==> src/rtl/syscall_pkg.sv <==
// Shared types and default service codes for the syscall unit.
package syscall_pkg;

  typedef enum logic [1:0] {
    ST_RUN    = 2'd0,
    ST_HALTED = 2'd1,
    ST_STALL  = 2'd2
  } sc_state_t;

  localparam logic [31:0] HALT_CODE_DEF  = 32'd10;
  localparam logic [31:0] PRINT_CODE_DEF = 32'd34;

endpackage

==> src/rtl/syscall_fifo.sv <==
// Print queue: DEPTH-entry circular FIFO, simultaneous push/pop allowed when full.
// The head output holds the last popped value while the queue is empty.
module syscall_fifo #(
  parameter int DATA_W = 32,
  parameter int DEPTH  = 4
) (
  input  logic              clk,
  input  logic              CLR,
  input  logic              push,
  input  logic [DATA_W-1:0] push_data,
  input  logic              pop,
  output logic              full,
  output logic              empty,
  output logic [DATA_W-1:0] head
);

  localparam int AW = (DEPTH > 1) ? $clog2(DEPTH) : 1;

  logic [DATA_W-1:0] mem [DEPTH];
  logic [AW-1:0]     wr_ptr, rd_ptr;
  logic [AW:0]       count;
  logic [DATA_W-1:0] last_head;
  logic              do_push, do_pop;

  assign full    = (count == (AW+1)'(DEPTH));
  assign empty   = (count == '0);
  assign do_pop  = pop & ~empty;
  assign do_push = push & (~full | do_pop);
  assign head    = empty ? last_head : mem[rd_ptr];

  always_ff @(posedge clk) begin
    if (do_push) mem[wr_ptr] <= push_data;
  end

  // Pointers wrap naturally because DEPTH is a power of two.
  always_ff @(posedge clk or posedge CLR) begin
    if (CLR) begin
      wr_ptr    <= '0;
      rd_ptr    <= '0;
      count     <= '0;
      last_head <= '0;
    end else begin
      if (do_push) wr_ptr <= wr_ptr + 1'b1;
      if (do_pop) begin
        rd_ptr    <= rd_ptr + 1'b1;
        last_head <= mem[rd_ptr];
      end
      case ({do_push, do_pop})
        2'b10:   count <= count + 1'b1;
        2'b01:   count <= count - 1'b1;
        default: count <= count;
      endcase
    end
  end

endmodule

==> src/rtl/syscall_unit.sv <==
// Syscall service unit: halt/resume, buffered print queue with pipeline stall.
// Define SYSCALL_CNT_EN to build the accepted-syscall counter (sc_count).
import syscall_pkg::*;

module syscall_unit #(
  parameter int          DATA_W     = 32,
  parameter int          DEPTH      = 4,
  parameter logic [31:0] HALT_CODE  = HALT_CODE_DEF,
  parameter logic [31:0] PRINT_CODE = PRINT_CODE_DEF
) (
  input  logic              clk,
  input  logic              CLR,
  input  logic              syscall,
  input  logic              go,
  input  logic [31:0]       v0,
  input  logic [DATA_W-1:0] a0,
  output logic              halt,
  output logic              stall,
  output logic [DATA_W-1:0] disp_data,
  output logic              disp_valid,
  input  logic              disp_ready,
  output logic [DATA_W-1:0] disp_last,
  output logic [31:0]       sc_count
);

  sc_state_t         state, state_n;
  logic [DATA_W-1:0] hold, hold_n;
  logic [DATA_W-1:0] push_data;
  logic              push, pop, full, empty;

  assign disp_valid = ~empty;
  assign pop        = disp_valid & disp_ready;
  assign halt       = (state == ST_HALTED);
  assign stall      = (state == ST_STALL);

  syscall_fifo #(.DATA_W(DATA_W), .DEPTH(DEPTH)) u_fifo (
    .clk       (clk),
    .CLR       (CLR),
    .push      (push),
    .push_data (push_data),
    .pop       (pop),
    .full      (full),
    .empty     (empty),
    .head      (disp_data)
  );

  always_comb begin
    state_n   = state;
    hold_n    = hold;
    push      = 1'b0;
    push_data = a0;
    case (state)
      ST_RUN: begin
        if (syscall) begin
          if (v0 == HALT_CODE) begin
            state_n = ST_HALTED;
          end else if (v0 == PRINT_CODE) begin
            // A pop this cycle frees the slot, so a full queue need not stall.
            if (!full || pop) begin
              push = 1'b1;
            end else begin
              hold_n  = a0;
              state_n = ST_STALL;
            end
          end
        end
      end
      ST_HALTED: if (go) state_n = ST_RUN;
      ST_STALL: begin
        push_data = hold;
        if (pop) begin
          push    = 1'b1;
          state_n = ST_RUN;
        end
      end
      default: state_n = ST_RUN;
    endcase
  end

  always_ff @(posedge clk or posedge CLR) begin
    if (CLR) begin
      state     <= ST_RUN;
      hold      <= '0;
      disp_last <= '0;
    end else begin
      state <= state_n;
      hold  <= hold_n;
      if (push) disp_last <= push_data;
    end
  end

`ifdef SYSCALL_CNT_EN
  always_ff @(posedge clk or posedge CLR) begin
    if (CLR)                           sc_count <= '0;
    else if (syscall && state == ST_RUN) sc_count <= sc_count + 32'd1;
  end
`else
  assign sc_count = '0;
`endif

endmodule

==> config.mk <==
export PLATFORM = sky130hd
export DESIGN_NAME = syscall_unit
export DESIGN_NICKNAME = d
export VERILOG_FILES = /design/src/rtl/syscall_pkg.sv /design/src/rtl/syscall_fifo.sv /design/src/rtl/syscall_unit.sv
export SDC_FILE = /design/constraint.sdc
export NUM_CORES = 1
export LEC_CHECK = 0
export CORE_AREA = 3 3 173 175
export DETAILED_ROUTE_END_ITERATION = 8
export DIE_AREA = 0 0 176 178
export GPL_ROUTABILITY_DRIVEN = 0
export PLACE_DENSITY = 0.56
export SYNTH_ARGS = -nofsm -noshare
export SYNTH_HDL_FRONTEND = slang
export SYNTH_SLANG_ARGS = --single-unit
==> constraint.sdc <==
create_clock -name clk -period 4.72 [get_ports clk]
set_input_delay 1.18 -clock clk [delete_from_list [all_inputs] [get_ports clk]]
set_output_delay 1.18 -clock clk [all_outputs]
set_load 0.05 [all_outputs]
==> qor.yml <==
grt_overflow: 0
synth_area_leaders: "edfxtp_1 39%, dfrtp_1 26%, nand2_1 7.4%"
wl_per_cell_um: 17.3
drc: 0
synthesis.area_um2: 9980
cp_cell_sequence: "buf_12 > mux4_2 > mux2_2 > clkdlybuf4s50_1"
fmax_mhz: 237
worst_setup_path_start_kind: "register"
yosysMostFrequentCell: "nand2_1"
final_util: 0.436
clk_latency_ns: 0.50
fillers: 2572
via_per_inst: 4.61
n_antenna_cell: 0
cts_sinks: 233
routed_wl_mm: 21.3
min_period_over_period: 0.893
numPortBuffers: 135
irDropWorstVdd_v: 0.000281
slew_viol_final: 0
area_growth_pct: 25.2
yosysUniqueCellTypes: 38
met2_wirelength_mm: 10.1
crit_family: "buffers and inverters"
setup_violations: 0
rsz0062_at_grt: "false"
coreArea_um2: 28600
synth_top_area_frac: 0.385
ys_seq_area_frac: 0.649
cts_buffer_depth: 3
path_max_fanout: 22
grt_pass1_wl_mm: 33.8
synthTopCellsByCount: "197 x nand2_1, 128 x edfxtp_1, 105 x dfrtp_1, 53 x mux2_2, 33 x buf_4"
place_area_um2: 11700
leakagePower_nw: 5.21
worstHoldPathType: "register to register"
drtAntennaViolNets: 0
worstMarginPinSlew_ns: 0.919
layout.cells.non_filler: 1226
dieArea_um2: 31300
cts_hold_buf: 0
htreeDepth: 1
cp_num_cells: 4
cts_resized: 0
ios: 168
cts_root_buf: "clkbuf_16"
cts_buffers: 25
yosysWarningCount: 0
detail_route.iter0.violations: 313
clk_pin_slew_ns: 0.06
num_rows: 62
gr-usage-all-layers: 0.137
top_layer: "met4"
dr.pass1.iters: 5
die_height_um: 178
async_flop_share: 0.451
vias: 5653
cts_tree: "yes"
avgSynthCellArea_um2: 14.6
postCtsSetupBuffers: 0
dp.cells: 1181
max_cap_viol_count: 0
crit_path_end_kind: "primary output"
die_w_um: 176
synth_edf_count: 128
worstSetupPathType: "register to primary output"
ff2ff_path_depth: 12
dpl.hpwl_mm: 14.1
start_util: 0.349
grt_max_degree: 47
holdWs_ns: 0.471
yosysTopAreaCell: "edfxtp_1"
hold_viol: 0
drive_gt1_frac: 0.208
wl_met3_mm: 1.27
min_path_cells: 2
met1_length_mm: 9.60
crit_buf_inv: 2
yosys_most_used_dff: "edfxtp_1"
grt_pass1_vias: 5933
skew_ns: 0.0107
cp_slowest_cell: "clkdlybuf4s50_1"
antenna_found_initial: 0
slew_headroom: 0.388
powerDensity_nw_per_um2: 530
synth_seq_cells: 233
period_needed_ns: 4.22
finalPower_mw: 6.62
slowest_delay_ns: 0.71
final_nets: 899
synthCells: 681
cp_data_required_time_ns: 3.54
status: "completed"
final_area_um2: 12500
cp.arrival_ns: 3.04
setup_tns_ns: 0
pre_cts_ws_ns: 0.568
timing.final.ws_setup_ns: 0.503
## layer usage
layer	vias up	GRT usage
met4	0	0.0280
li1	2624	-
met3	20	0.0241
met5	-	0
met2	182	0.234
met1	2827	0.187
## cell families (layout without fill, tap and decap cells)
| kind of cell | Yosys count | count (layout) | synth area share |
|---|---|---|---|
| AO/OA/AOI/OAI | 4 | 4 | 0.00301 |
| buffers and inverters | 76 | 206 | 0.0459 |
| other | 1 | 32 | 0.000376 |
| XOR/XNOR | 6 | 6 | 0.00527 |
| AND/OR/NAND/NOR | 224 | 224 | 0.0933 |
| multiplexers | 131 | 131 | 0.195 |
| flip-flops | 233 | 233 | 0.649 |
| adder cells (fa/ha/maj) | 6 | 6 | 0.00828 |
## worst paths after layout
check | from | endpoint | slack, ns
worst min-delay path | u_fifo.last_head[29] | u_fifo.last_head[29] | 0.47
min in group asynchronous | CLR | hold[22] | 1.10
max in group asynchronous | CLR | u_fifo.last_head[18] | 2.78
worst max-delay path | u_fifo.rd_ptr[0] | disp_data[31] | 0.50
worst min register to register | u_fifo.last_head[29] | u_fifo.last_head[29] | 0.47
worst max register to register | state[0] | u_fifo.count[2] | 1.55
## cells in the final DEF (no fill, tap or decap), types with 3 or more instances in the layout
cell,count
and2_2,4
inv_1,8
clkinv_1,6
edfxtp_1,128
nor4_1,7
xnor2_1,4
mux4_2,32
mux2_2,53
nand2_1,197
nor2b_1,3
mux2_1,15
buf_12,5
ha_1,5
clkbuf_1,9
dfrtp_1,103
clkbuf_16,25
mux2_4,30
buf_4,9
bufinv_16,3
clkdlybuf4s50_1,135
conb_1,32
## area by class of cell
cell class | count | area (um2) | area share
sequential | 233 | 6470 | 0.518
inverter | 12 | 47.5 | 0.00381
clock buffer | 34 | 659 | 0.0528
tap | 384 | 480 | 0.0385
timing repair buffer | 149 | 1520 | 0.122
clock inverter | 11 | 130 | 0.0104
multi-input combinational | 403 | 3180 | 0.255
## report_power, final
part / switching [mW] / total [mW] / internal (mW)
Sequential: 0.173 / 2.48 / 2.31
Clock: 0.751 / 1.89 / 1.14
Combinational: 1.33 / 2.24 / 0.907
## worst min-delay path, delay by kind of cell, from the launching register on
| kind | cells | cell delay, ns |
|---|---|---|
| flops | 1 | 0.34 |
| simple gates | 2 | 0.10 |
## sequential cells by signal, summed over array words and instances (netlist names)
| register | cells |
|---|---|
| u_fifo.rd_ptr | 2 |
| u_fifo.last_head | 32 |
| u_fifo.wr_ptr | 2 |
| u_fifo.mem | 128 |
| disp_last | 32 |
| hold | 32 |
| state | 2 |
| u_fifo.count | 3 |
Power figures use the tool's default switching activity.
==> variant, RTL diff (same flow settings) <==
`DATA_W` is set to 32 in 2 places; all go to 16.
--- a/src/rtl/syscall_fifo.sv
+++ b/src/rtl/syscall_fifo.sv
@@ -3,3 +3,3 @@
 module syscall_fifo #(
-  parameter int DATA_W = 32,
+  parameter int DATA_W = 16,
   parameter int DEPTH  = 4
--- a/src/rtl/syscall_unit.sv
+++ b/src/rtl/syscall_unit.sv
@@ -5,3 +5,3 @@
 module syscall_unit #(
-  parameter int          DATA_W     = 32,
+  parameter int          DATA_W     = 16,
   parameter int          DEPTH      = 4,
Ports: changed (resized a0, disp_data and disp_last); port bits go from 168 to 120. No check against the original RTL was run, so the function may have changed too.
==> variant against the unedited design <==
Final area shrank 42%. Sequential cell count shrank 112. Global-route usage shrank 5.8 points. Hold slack gained 0.014 ns. Routed wire length shrank 42%. Area after synthesis shrank 46%. Setup slack gained 0.15 ns. Register-to-register slack lost 0.47 ns. Non-clock buffer count shrank 55. Cell count shrank 34%. Power shrank 39%. Sequential share of layout area shrank 5.3 points. Critical endpoint is now disp_data[4].
==> variant: results (changes against the unedited design) <==
stage,metric,value,unit,change
synth,post-synth cell types,34,,-11%
synth,Post-Synth Adder-Cell Area,0.0153,,+0.00702
worst_setup_path,CP Max Fanout,12,,-45%
route,DR WL/cell,15.1,um,-13%
route,DRT Pass-1 Iters,6,,+1
route,DRT iter0 DRCs,150,,-52%
place,Inst Count DP,780,,-34%
global_routing,initial antenna violation count,1,,+1
global_routing,largest net degree at the start of global routing,31,,-34%
sta,Worst Tran Pin Value,1.15,ns,+0.229 ns
finish,layout cells sized above 1,0.341,,+0.133
cts,TritonCTS Buffers,17,,-32%
synth,"top cells by area, synth","edfxtp_1 36%, dfrtp_1 26%, mux2_2 14%, mux4_2 6.7%, buf_4 4.5%",,
synth,number of flops mapped to enable cells by yosys,64,,-50%
global_routing,first-pass GRT wire length,18.7,mm,-45%
cts,CTS Buffer Depth,2,,-1
synth,post-synthesis xor/xnor area fraction,0.00974,,+0.00447
synth,async set or reset register ratio after synthesis,0.471,,+0.0204
outcome,status,"finished, final reports clean",,
synth,mux cell area share after synthesis,0.247,,+0.0522
sta,clk_skew,0.0121,ns,+0.00144 ns
place,DP HPWL,8.53,mm,-40%
synth,Synth Area per Inst,17.1,sq um,+17%
place,dpl ws,0.425,ns,-0.143 ns
place,PortBufs,87,,-36%
power,Pleak,2.78,nW,-47%
global_routing,vias in the first global route,3270,,-45%
power,Peak supply drop,255,uV,-9.2%
place,Area after DPL,6610,sq um,-44%
cts,CTS H-Tree Depth,4,,+3
finish,max FFs per register,64,,-50%
cts,"Clk Latency, worst-skew pair",0.41,ns,-0.09 ns
synth,top post-synthesis cells by count,"67 x mux2_2, 64 x edfxtp_1, 57 x dfrtp_1",,
global_routing,GR Util met1,0.0952,,-0.0917
finish,nets,474,,-47%
global_routing,global-route met3 utilization,0.0247,,+0.000639
synth,sequential share of the synthesized area,0.620,,-0.0282
global_routing,met2 Use GR,0.138,,-0.0958
route,drt via density,3.56,,-23%
worst_setup_path,"Arr. time, crit path",2.89,ns,-0.15 ns
cts,post-CTS setup buffer count,0,,unchanged
worst_setup_path,CP max stage delay,0.74,ns,+0.03 ns
route,routed vias,2892,,-49%
variant: changes by cell type after synthesis, sizes merged, moves of 4 or more:
| cell | unedited run | this run |
|---|---|---|
| nand2 | 198 | 2 |
| edfxtp | 128 | 64 |
| dfrtp | 105 | 57 |
| clkbuf | 20 | 2 |
| mux2 | 98 | 81 |
| mux4 | 32 | 16 |
| inv | 11 | 7 |
variant: stage by stage:
| step | utilization | power, mW |
|---|---|---|
| floorplan | - | 2.38 |
| detailed placement | 0.231 | 2.81 |
| global route | 0.251 | 4.22 |
| global placement | 0.231 | 2.79 |
| CTS | 0.251 | 4.09 |
| finish | 0.251 | 4.02 |
variant: worst paths after layout:
| path | start | cells after the start | slack, ns | endpoint |
|---|---|---|---|---|
| min in group asynchronous | CLR | 2 | 1.19 | hold[1] |
| hold / removal | u_fifo.count[2] | 1 | 0.49 | u_fifo.count[2] |
| hold reg to reg | u_fifo.count[2] | 1 | 0.49 | u_fifo.count[2] |
| setup reg to reg | u_fifo.count[0] | 9 | 1.08 | u_fifo.count[2] |
| max in group asynchronous | CLR | 3 | 2.63 | u_fifo.last_head[7] |
| setup / recovery | u_fifo.rd_ptr[0] | 4 | 0.65 | disp_data[4] |
variant: where the power goes:
part	total, mW	internal (mW)	switching (mW)
sequential	1.35	1.23	0.115
clock	1.27	0.770	0.495
combinational	1.41	0.597	0.810
variant: area by class of cell:
type | instances | area [sq um]
multi-input cells | 174 | 1830
repair buffers | 94 | 923
flip-flops and latches | 121 | 3350
clock buffers | 19 | 454
fillers | 2932 | 21400
clock inverters | 13 | 134
inverters | 7 | 26.3
well taps | 384 | 480
variant: per-layer routing:
metal / wire length (um) / part of all wire
met1: 5280 / 0.43
met2: 6280 / 0.51
met3: 595 / 0.049
met4: 86 / 0.0070
met5: 10 / 0.00082
